`src/rtl/mem_arbiter.sv`:
```
// -----------------------------------------------------------------------------
// mem_arbiter
//   Arbitrates a single shared line-fill / write-back memory port between an
//   I-cache (read only) and a D-cache (read and write-back). Exactly one
//   transaction is outstanding at a time. A request seen in IDLE is granted on
//   the next rising edge, so the memory strobe follows the request by one
//   cycle. Completion (mem_ready) always returns the arbiter to IDLE for one
//   turnaround cycle before the next grant.
//
//   Optional feature macro: ARB_RR_EN
//     defined   -> round-robin on contention using a 1-bit last-served pointer
//     undefined -> fixed priority, the D-cache always wins contention
//
// Ports
//   clk, proc_reset               clock, synchronous active-high reset
//   i_mem_read/i_mem_addr         I-cache fill request (level) and address
//   i_mem_rdata/i_mem_ready       I-cache fill data and completion
//   d_mem_read/d_mem_write        D-cache fill / write-back requests (level)
//   d_mem_addr/d_mem_wdata        D-cache address and write-back line
//   d_mem_rdata/d_mem_ready       D-cache fill data and completion
//   mem_read/mem_write            shared memory strobes
//   mem_addr/mem_wdata            shared memory address and write line
//   mem_rdata/mem_ready           shared memory response
// -----------------------------------------------------------------------------
module mem_arbiter #(
    parameter int ADDR_W = 28,
    parameter int DATA_W = 128
) (
    input  logic              clk,
    input  logic              proc_reset,
    input  logic              i_mem_read,
    input  logic [ADDR_W-1:0] i_mem_addr,
    output logic [DATA_W-1:0] i_mem_rdata,
    output logic              i_mem_ready,
    input  logic              d_mem_read,
    input  logic              d_mem_write,
    input  logic [ADDR_W-1:0] d_mem_addr,
    input  logic [DATA_W-1:0] d_mem_wdata,
    output logic [DATA_W-1:0] d_mem_rdata,
    output logic              d_mem_ready,
    output logic              mem_read,
    output logic              mem_write,
    output logic [ADDR_W-1:0] mem_addr,
    output logic [DATA_W-1:0] mem_wdata,
    input  logic [DATA_W-1:0] mem_rdata,
    input  logic              mem_ready
);

    typedef enum logic [1:0] {
        IDLE    = 2'd0,
        SERVE_I = 2'd1,
        SERVE_D = 2'd2
    } state_t;

    state_t state_q, state_d;
    logic   i_req, d_req;
    logic   tie_to_d;   // which port wins when both request in IDLE

    assign i_req = i_mem_read;
    assign d_req = d_mem_read | d_mem_write;

`ifdef ARB_RR_EN
    // last_d_q = 1 means the D-cache completed the most recent transaction.
    // Reset value 0 reads as "I last served", so the first tie goes to D.
    logic last_d_q, last_d_d;

    always_comb begin
        last_d_d = last_d_q;
        if (mem_ready && state_q == SERVE_I) last_d_d = 1'b0;
        if (mem_ready && state_q == SERVE_D) last_d_d = 1'b1;
    end

    always_ff @(posedge clk) begin
        if (proc_reset) last_d_q <= 1'b0;
        else            last_d_q <= last_d_d;
    end

    assign tie_to_d = ~last_d_q;
`else
    assign tie_to_d = 1'b1;
`endif

    always_ff @(posedge clk) begin
        if (proc_reset) state_q <= IDLE;
        else            state_q <= state_d;
    end

    // Next-state: grant is frozen while serving; leaving happens on
    // completion or when the granted requester withdraws.
    always_comb begin
        state_d = state_q;
        case (state_q)
            IDLE: begin
                if (i_req && d_req) state_d = tie_to_d ? SERVE_D : SERVE_I;
                else if (d_req)     state_d = SERVE_D;
                else if (i_req)     state_d = SERVE_I;
            end
            SERVE_I: begin
                if (mem_ready || !i_req) state_d = IDLE;
            end
            SERVE_D: begin
                if (mem_ready || !d_req) state_d = IDLE;
            end
            default: state_d = IDLE;
        endcase
    end

    // Memory-side mux: pure pass-through of the granted port, zeros in IDLE.
    always_comb begin
        mem_read  = 1'b0;
        mem_write = 1'b0;
        mem_addr  = '0;
        mem_wdata = '0;
        case (state_q)
            SERVE_I: begin
                mem_read = i_mem_read;
                mem_addr = i_mem_addr;
            end
            SERVE_D: begin
                mem_read  = d_mem_read;
                mem_write = d_mem_write;
                mem_addr  = d_mem_addr;
                mem_wdata = d_mem_wdata;
            end
            default: ;
        endcase
    end

    // Ready is masked while reset is asserted so a late memory response in
    // the reset cycle cannot leak to a cache.
    assign i_mem_ready = mem_ready & (state_q == SERVE_I) & ~proc_reset;
    assign d_mem_ready = mem_ready & (state_q == SERVE_D) & ~proc_reset;
    assign i_mem_rdata = mem_rdata;
    assign d_mem_rdata = mem_rdata;

endmodule
```
`config.mk`:
```
export PLATFORM = sky130hd
export DESIGN_NAME = mem_arbiter
export DESIGN_NICKNAME = d
export VERILOG_FILES = /design/src/rtl/mem_arbiter.sv
export SDC_FILE = /design/constraint.sdc
export NUM_CORES = 1
export LEC_CHECK = 0
export CORE_AREA = 2 2 285 287
export DETAILED_ROUTE_END_ITERATION = 12
export DIE_AREA = 0 0 287 289
export PLACE_DENSITY = 0.3
export SETUP_SLACK_MARGIN = 0.1
export SLEW_MARGIN = 5
export SYNTH_ARGS = -nofsm -noshare
export SYNTH_HDL_FRONTEND = slang
export SYNTH_SLANG_ARGS = --single-unit
```
`constraint.sdc`:
```
create_clock -name clk -period 2.4 [get_ports clk]
set_clock_uncertainty 0.2 [all_clocks]
set_input_delay 0.72 -clock clk [delete_from_list [all_inputs] [get_ports clk]]
set_output_delay 0.72 -clock clk [all_outputs]
set_load 0.05 [all_outputs]
```
==> results of run 1 <==
Yosys cell counts, types with 2 or more instances:
| library cell | count |
|---|---|
| buf_4 | 258 |
| dfxtp_1 | 2 |
| nor2b_1 | 28 |
| nand2_1 | 3 |
| ha_1 | 3 |
| clkbuf_1 | 4 |
| buf_2 | 6 |
| clkbuf_2 | 11 |
| inv_1 | 4 |
| and3_1 | 2 |
| a22oi_1 | 28 |
| and2_1 | 129 |
cell type report:
class	instances	area (um2)	share of cell area
clock buffers	3	75.07	0.007929
inverters	4	20.02	0.002114
multi-input cells	203	2016	0.2129
flip-flops and latches	2	45.04	0.004757
well taps	1060	1326	0.1401
repair buffers	402	5986	0.6322
power breakdown:
group          internal [mW]  switching, mW  total (mW)
registers             0.0393        0.00691      0.0462
clock network          0.212         0.0360       0.248
logic                   2.11           1.80        3.91
total                   2.36           1.84        4.20
placed cells by master, fill, tap and decap left out, types with 2 or more instances in the layout:
master,instances
buf_8,9
and3_4,2
dlymetal6s2s_1,38
buf_12,171
buf_16,11
buf_6,4
clkdlybuf4s50_1,117
a22oi_2,28
buf_4,18
clkbuf_16,3
ha_4,3
dlygate4sd2_1,34
nor2b_4,18
and2_4,129
inv_4,2
nand2_1,2
nor2b_2,10
through the flow:
stage                     utilization  cells  hold WS, ps  setup TNS [ps]
after CTS                      0.1169   1674        368.7          -10170
after global routing           0.1185   1674        384.1          -10840
after detailed placement       0.1049   1646        409.3           -6386
after floorplan                     -    489        293.3               0
after global placement         0.1049   1646        418.7           -6344
final                          0.1185   1674        359.4           -3832
worst paths after layout:
| check | startpoint | endpoint | depth (start not counted) |
|---|---|---|---|
| setup reg to reg | state_q[0]$_SDFFE_PP0P_ | state_q[1]$_SDFFE_PP0P_ | 7 |
| hold reg to reg | state_q[1]$_SDFFE_PP0P_ | state_q[1]$_SDFFE_PP0P_ | 1 |
| hold / removal | state_q[1]$_SDFFE_PP0P_ | state_q[1]$_SDFFE_PP0P_ | 1 |
| setup / recovery | d_mem_addr[26] | mem_addr[26] | 4 |
per-layer routing:
layer  GRT usage  wire length, um  vias up
met5     0.03239              382        -
met4    0.006901              265        8
met3     0.04331             4530       27
met2     0.06801             8962      498
met1     0.04279             6583     1536
li1            -                -     1515
cells by family (layout without fill, tap and decap cells):
| group | count (synthesis) | after routing |
|---|---|---|
| adder cells (fa/ha/maj) | 3 | 3 |
| AND/OR/NAND/NOR | 165 | 165 |
| flip-flops | 2 | 2 |
| AO/OA/AOI/OAI | 35 | 35 |
| buffers and inverters | 284 | 409 |
timing repair:
| item | 4_1_cts | 5_1_grt |
|---|---|---|
| endpoints found under the setup margin | 160 | 160 |
| resized for setup | 241 | 55 |
| cloned | 12 | 0 |
| setup buffers | 13 | 5 |
| pin swaps | 15 | 33 |
==> results.md, run 1 <==
- Vias: 3,584
- Chip height: ~290 um
- CP endpoint kind: output pin
- Root buffer cell: clkbuf_16
- Drt via density: approximately 2.1
- Final setup fails: 85
- Fin crit period: 2513 ps
- Initial DRC count: 43
- Largest family of logic cells by synthesized area: buffers and inverters
- Final worst-path setup slack: -113.0 ps
- DIE WIDTH: approximately 290 um
- Synth area leaders: buf_4 56%, and2_1 23%, a22oi_1 6.1%, nor2b_1 5.1%, clkbuf_2 1.6%
- Fraction of registers with async set/reset: 0
- Mapped Area: approximately 3400 um2
- Peak supply drop: 0.0001887 V
- Total power: 4.200 mW
- Fmax: 397.9 MHz
- Nets: 937
- Global-route wire length before repair: 27,500 um
- Largest stage delay, worst path: 480 ps
- RePlAce Congestion: 0.7033
- Top flop regs: state_q x2
- Leakage power: roughly 3.7 nW
- Top cell type's share of synthesized area: 0.5627
- Gr ovfl total: 0
- TritonRoute pass-1 iters: 3
- Most flops, register: state_q
- DP Worst Slack: -180.7 ps
- Total CTS buffers: 3
- Synth warnings: 0
- Area Overhead vs Synth: 175.1%
- EDFF count, synth: 0
- Synth Area in Adders: 0.01091
- Synth cell types: 23
- Max Slew Vio Count: 0
- Area share of and/or/nand/nor cells after synthesis: 0.2981
- IO Pins: about 730
- Post-synth top area cell: buf_4
- Top cell family by delay on the critical path: buffers and inverters
- Final Hold Fails: 0
- Final Cell Area: between 9000 and 10,000 um2
- Hold_buf cts: 0
- Antenna diode instance count: 0
- CP Class: in -> out
- WL final: between 20,000 and 25,000 um
- WP data arrival: 1590 ps
- DR DRC count: 0
- DP Area: 8379 um2
- Buffers added on ports: between 300 and 400
- R2r setup slk: 600 ps
- CTS tree: built
- Number of global-route vias before repair: 3,895
- Antenna violations before repair: 1
- CTS sink count: 2
- Critical path, cell by cell: clkdlybuf4s50_1 -> a22oi_2 -> nor2b_4 -> buf_12
- Largest net degree at the start of global routing: 21
- Max FFs per register: 2
- Number of synthesized register bits: 2
- Wirelength per Cell: 12.38 um
- Layout cell share with drive strength beyond 1: 0.6775
- Core box area: 79,900 um2
- RSZ-0062 raised after global routing: true
- Filler instances: approximately 9,200
- Max_cap viols: 0
- Cell Pwr Density: 443.6 nW/um2
- CTS max path bufs: 2
- Mean Syn Cell Area: 7.039 um2
- CP required: 1480 ps
- Initial Utilization: 0.04308
- Post-Synth XOR/XNOR Area: 0
- Skew-Pair Late Insertion Delay: between 200 and 250 ps
- Final cycle utilization of the critical path: 1.047
- Clock-pin slew on the worst setup and hold paths: 30 ps
- Startpoint Class: input pin
- H-Tree Depth: 1
- Syn Nets: 810
- Antenna violation net count after detailed routing: 0
- Synth Area in Compound Gates: 0.07997
- Slowest stage cell, crit path: clkdlybuf4s50_1
- Dominant register cell in the synthesized netlist: dfxtp_1
- Post-DP HPWL: 16,900 um
- Number of cell rows: 104
- Slew headroom: 0.8593
- Status: complete, but fails checks
- Die area: a little over 80,000 um2
- GRT Total Usage: 0.04498
- Register area share after synthesis: 0.01163
- Critical path buffers and inverters: 2
- Failing checks: setup timing
- Crit-path max FO: 1
- Syn Inst Count: slightly below 500
- Multiplexer share of the synthesized area: 0
- Worst slew pin tran: around 210 ps
- Min-delay worst type: reg -> reg
Note: power is estimated with default switching activity, not from simulation.
==> run 2, diff against run 1 <==
--- a/config.mk
+++ b/config.mk
@@ -9,6 +9,7 @@
 export DETAILED_ROUTE_END_ITERATION = 12
 export DIE_AREA = 0 0 287 289
 export PLACE_DENSITY = 0.3
+export RECOVER_POWER = 100
 export SETUP_SLACK_MARGIN = 0.1
 export SLEW_MARGIN = 5
 export SYNTH_ARGS = -nofsm -noshare
==> results.md, run 2 (synthesis results as in run 1) <==
- Area Overhead vs Synth: 168.7% (was 175.1%)
- Final cycle utilization of the critical path: 1.047 (about the same)
- Startpoint Class: input pin (unchanged)
- Gr ovfl total: 0 (unchanged)
- CTS sink count: 2 (unchanged)
- Max_cap viols: 0 (unchanged)
- DIE WIDTH: 287 um (unchanged)
- Fin crit period: 2513 ps (about the same)
- Crit-path max FO: 1 (unchanged)
- Area occupied by multi-input gates: 2012 um2 (was 2016 um2)
- Root buffer cell: clkbuf_16 (unchanged)
- Storage cell area: 45.04 um2 (unchanged)
- CP Class: in -> out (unchanged)
- Hold depth: 1 (unchanged)
- CP required: 1480 ps (about the same)
- Skew-Pair Late Insertion Delay: 220 ps (about the same)
- Antenna violations before repair: 2 (was 1)
- Global-route wire length before repair: 27,500 um (unchanged)
- Post-DP HPWL: 16,900 um (unchanged)
- Wirelength per Cell: 12.44 um (was 12.38 um)
- Layout cell share with drive strength beyond 1: 0.6759 (was 0.6775)
- CP endpoint kind: output pin (unchanged)
- CTS max path bufs: 2 (unchanged)
- Finished Layout Cells: 1,674 (unchanged)
- Status: complete, but fails checks (unchanged)
- Failing checks: setup timing (unchanged)
- Most flops, register: state_q (unchanged)
- Final worst-path setup slack: -113.0 ps (about the same)
- Min-delay worst type: reg -> reg (unchanged)
- IO Pins: 734 (unchanged)
- RePlAce Congestion: 0.7033 (unchanged)
- DR DRC count: 0 (unchanged)
- Reg-to-reg startpoint: state_q[0]$_SDFFE_PP0P_ (unchanged)
- Largest net degree at the start of global routing: 21 (unchanged)
- Number of global-route vias before repair: 3,895 (unchanged)
- Min Hold Slack: 359.4 ps (unchanged)
- Clock-pin slew on the worst setup and hold paths: 30 ps (about the same)
- Fmax: 397.9 MHz (about the same)
- Nets: 937 (unchanged)
- R2r worst-path depth: 8 (was 7)
- Max Slew Vio Count: 0 (unchanged)
- Peak supply drop: 0.0001887 V (about the same)
- Leakage power: 3.672 nW (was 3.729 nW)
- RSZ-0062 raised after global routing: true (unchanged)
- Filler instances: 9,188 (was 9,161)
- GRT Total Usage: 0.04498 (unchanged)
- Placed cells: 1,646 (unchanged)
- Vias: 3,594 (was 3,584)
- Final setup fails: 85 (unchanged)
- Drt via density: 2.147 (was 2.141)
- Top flop regs: state_q x2 (unchanged)
- H-Tree Depth: 1 (unchanged)
- Highest-count cells in the layout ignoring fill and taps: 153 x buf_12, 129 x and2_4, 116 x clkdlybuf4s50_1 (was 171 x buf_12, 129 x and2_4, 117 x clkdlybuf4s50_1)
- Die area: 82,940 um2 (unchanged)
- WL final: 20,830 um (was 20,730 um)
- CTS tree: built (unchanged)
- TritonRoute pass-1 iters: 3 (unchanged)
- Cell Pwr Density: 443.9 nW/um2 (was 443.6 nW/um2)
- Buffers added on ports: 349 (unchanged)
- Most common cell after layout, fill and taps aside: buf_12 (unchanged)
- Setup TNS: -3900 ps (was -3832 ps)
- Worst slew pin tran: 341.5 ps (was 211.0 ps)
- Max FFs per register: 2 (unchanged)
- DP Worst Slack: -180.7 ps (unchanged)
- R2r setup slk: 510 ps (was 600 ps)
- Chip height: 289 um (unchanged)
- WP data arrival: 1590 ps (about the same)
- Hold path startpoint: state_q[1]$_SDFFE_PP0P_ (unchanged)
- Worst setup path startpoint: d_mem_addr[26] (unchanged)
- Total CTS buffers: 3 (unchanged)
- Core box area: 79,900 um2 (unchanged)
- Antenna diode instance count: 0 (unchanged)
- Number of cell rows: 104 (unchanged)
- Slew headroom: 0.7699 (was 0.8593)
- Initial DRC count: 51 (was 43)
- Initial Utilization: 0.04308 (unchanged)
- Antenna violation net count after detailed routing: 0 (unchanged)
- Setup crit end: mem_addr[26] (unchanged)
- Final Hold Fails: 0 (unchanged)
- Reg2Reg Capture Point: state_q[1]$_SDFFE_PP0P_ (unchanged)
- Hold_buf cts: 0 (unchanged)
-- run 2: critical path, stage by stage --
cell and delay, ps:
clkdlybuf4s50_1 480, a22oi_2 80, nor2b_4 160, buf_12 150
-- run 2: through the flow --
step	utilization	total power, mW	instance area (um2)
after global routing	0.1157	4.284	9248
after CTS	0.1169	4.270	9343
after floorplan	-	2.692	3710
after detailed placement	0.1049	3.390	8379
after global placement	0.1049	3.407	8379
final	0.1157	4.105	9248
-- run 2: worst min path at each step --
| stage | end | slack [ps] |
|---|---|---|
| 6_report | state_q[1]$_SDFFE_PP0P_ | 360 |
| 5_1_grt | state_q[1]$_SDFFE_PP0P_ | 380 |
| 4_1_cts | state_q[1]$_SDFFE_PP0P_ | 370 |
| 3_5_place_dp | state_q[1]$_SDFFE_PP0P_ | 410 |
| 3_3_place_gp | state_q[1]$_SDFFE_PP0P_ | 420 |
| 2_1_floorplan | state_q[0]$_SDFFE_PP0P_ | 290 |
-- run 2: metal layers --
metal	global-route usage	wire (um)
met5	0.03239	399
met2	0.06801	8988
met4	0.006901	270
met3	0.04331	4527
met1	0.04279	6638
-- run 2: repair_timing --
item                                    in CTS  in global routing
resized for setup                          241                 55
cloned                                      12                  0
endpoints found under the setup margin     160                160
pin swaps                                   15                 33
setup buffers                               13                  5
-- run 2: final cells by class --
| cell class | instances | area share |
|---|---|---|
| timing repair buffer | 402 | 0.6239 |
| sequential | 2 | 0.004871 |
| clock buffer | 3 | 0.008118 |
| multi-input combinational | 203 | 0.2176 |
| tap | 1060 | 0.1434 |
| inverter | 4 | 0.002165 |
-- run 2: power breakdown --
part	switching, mW	total, mW	leakage [nW]	internal, mW
clock	0.0360	0.248	0.0370	0.212
sequential	0.00691	0.0462	0.0175	0.0393
combinational	1.78	3.81	3.62	2.03
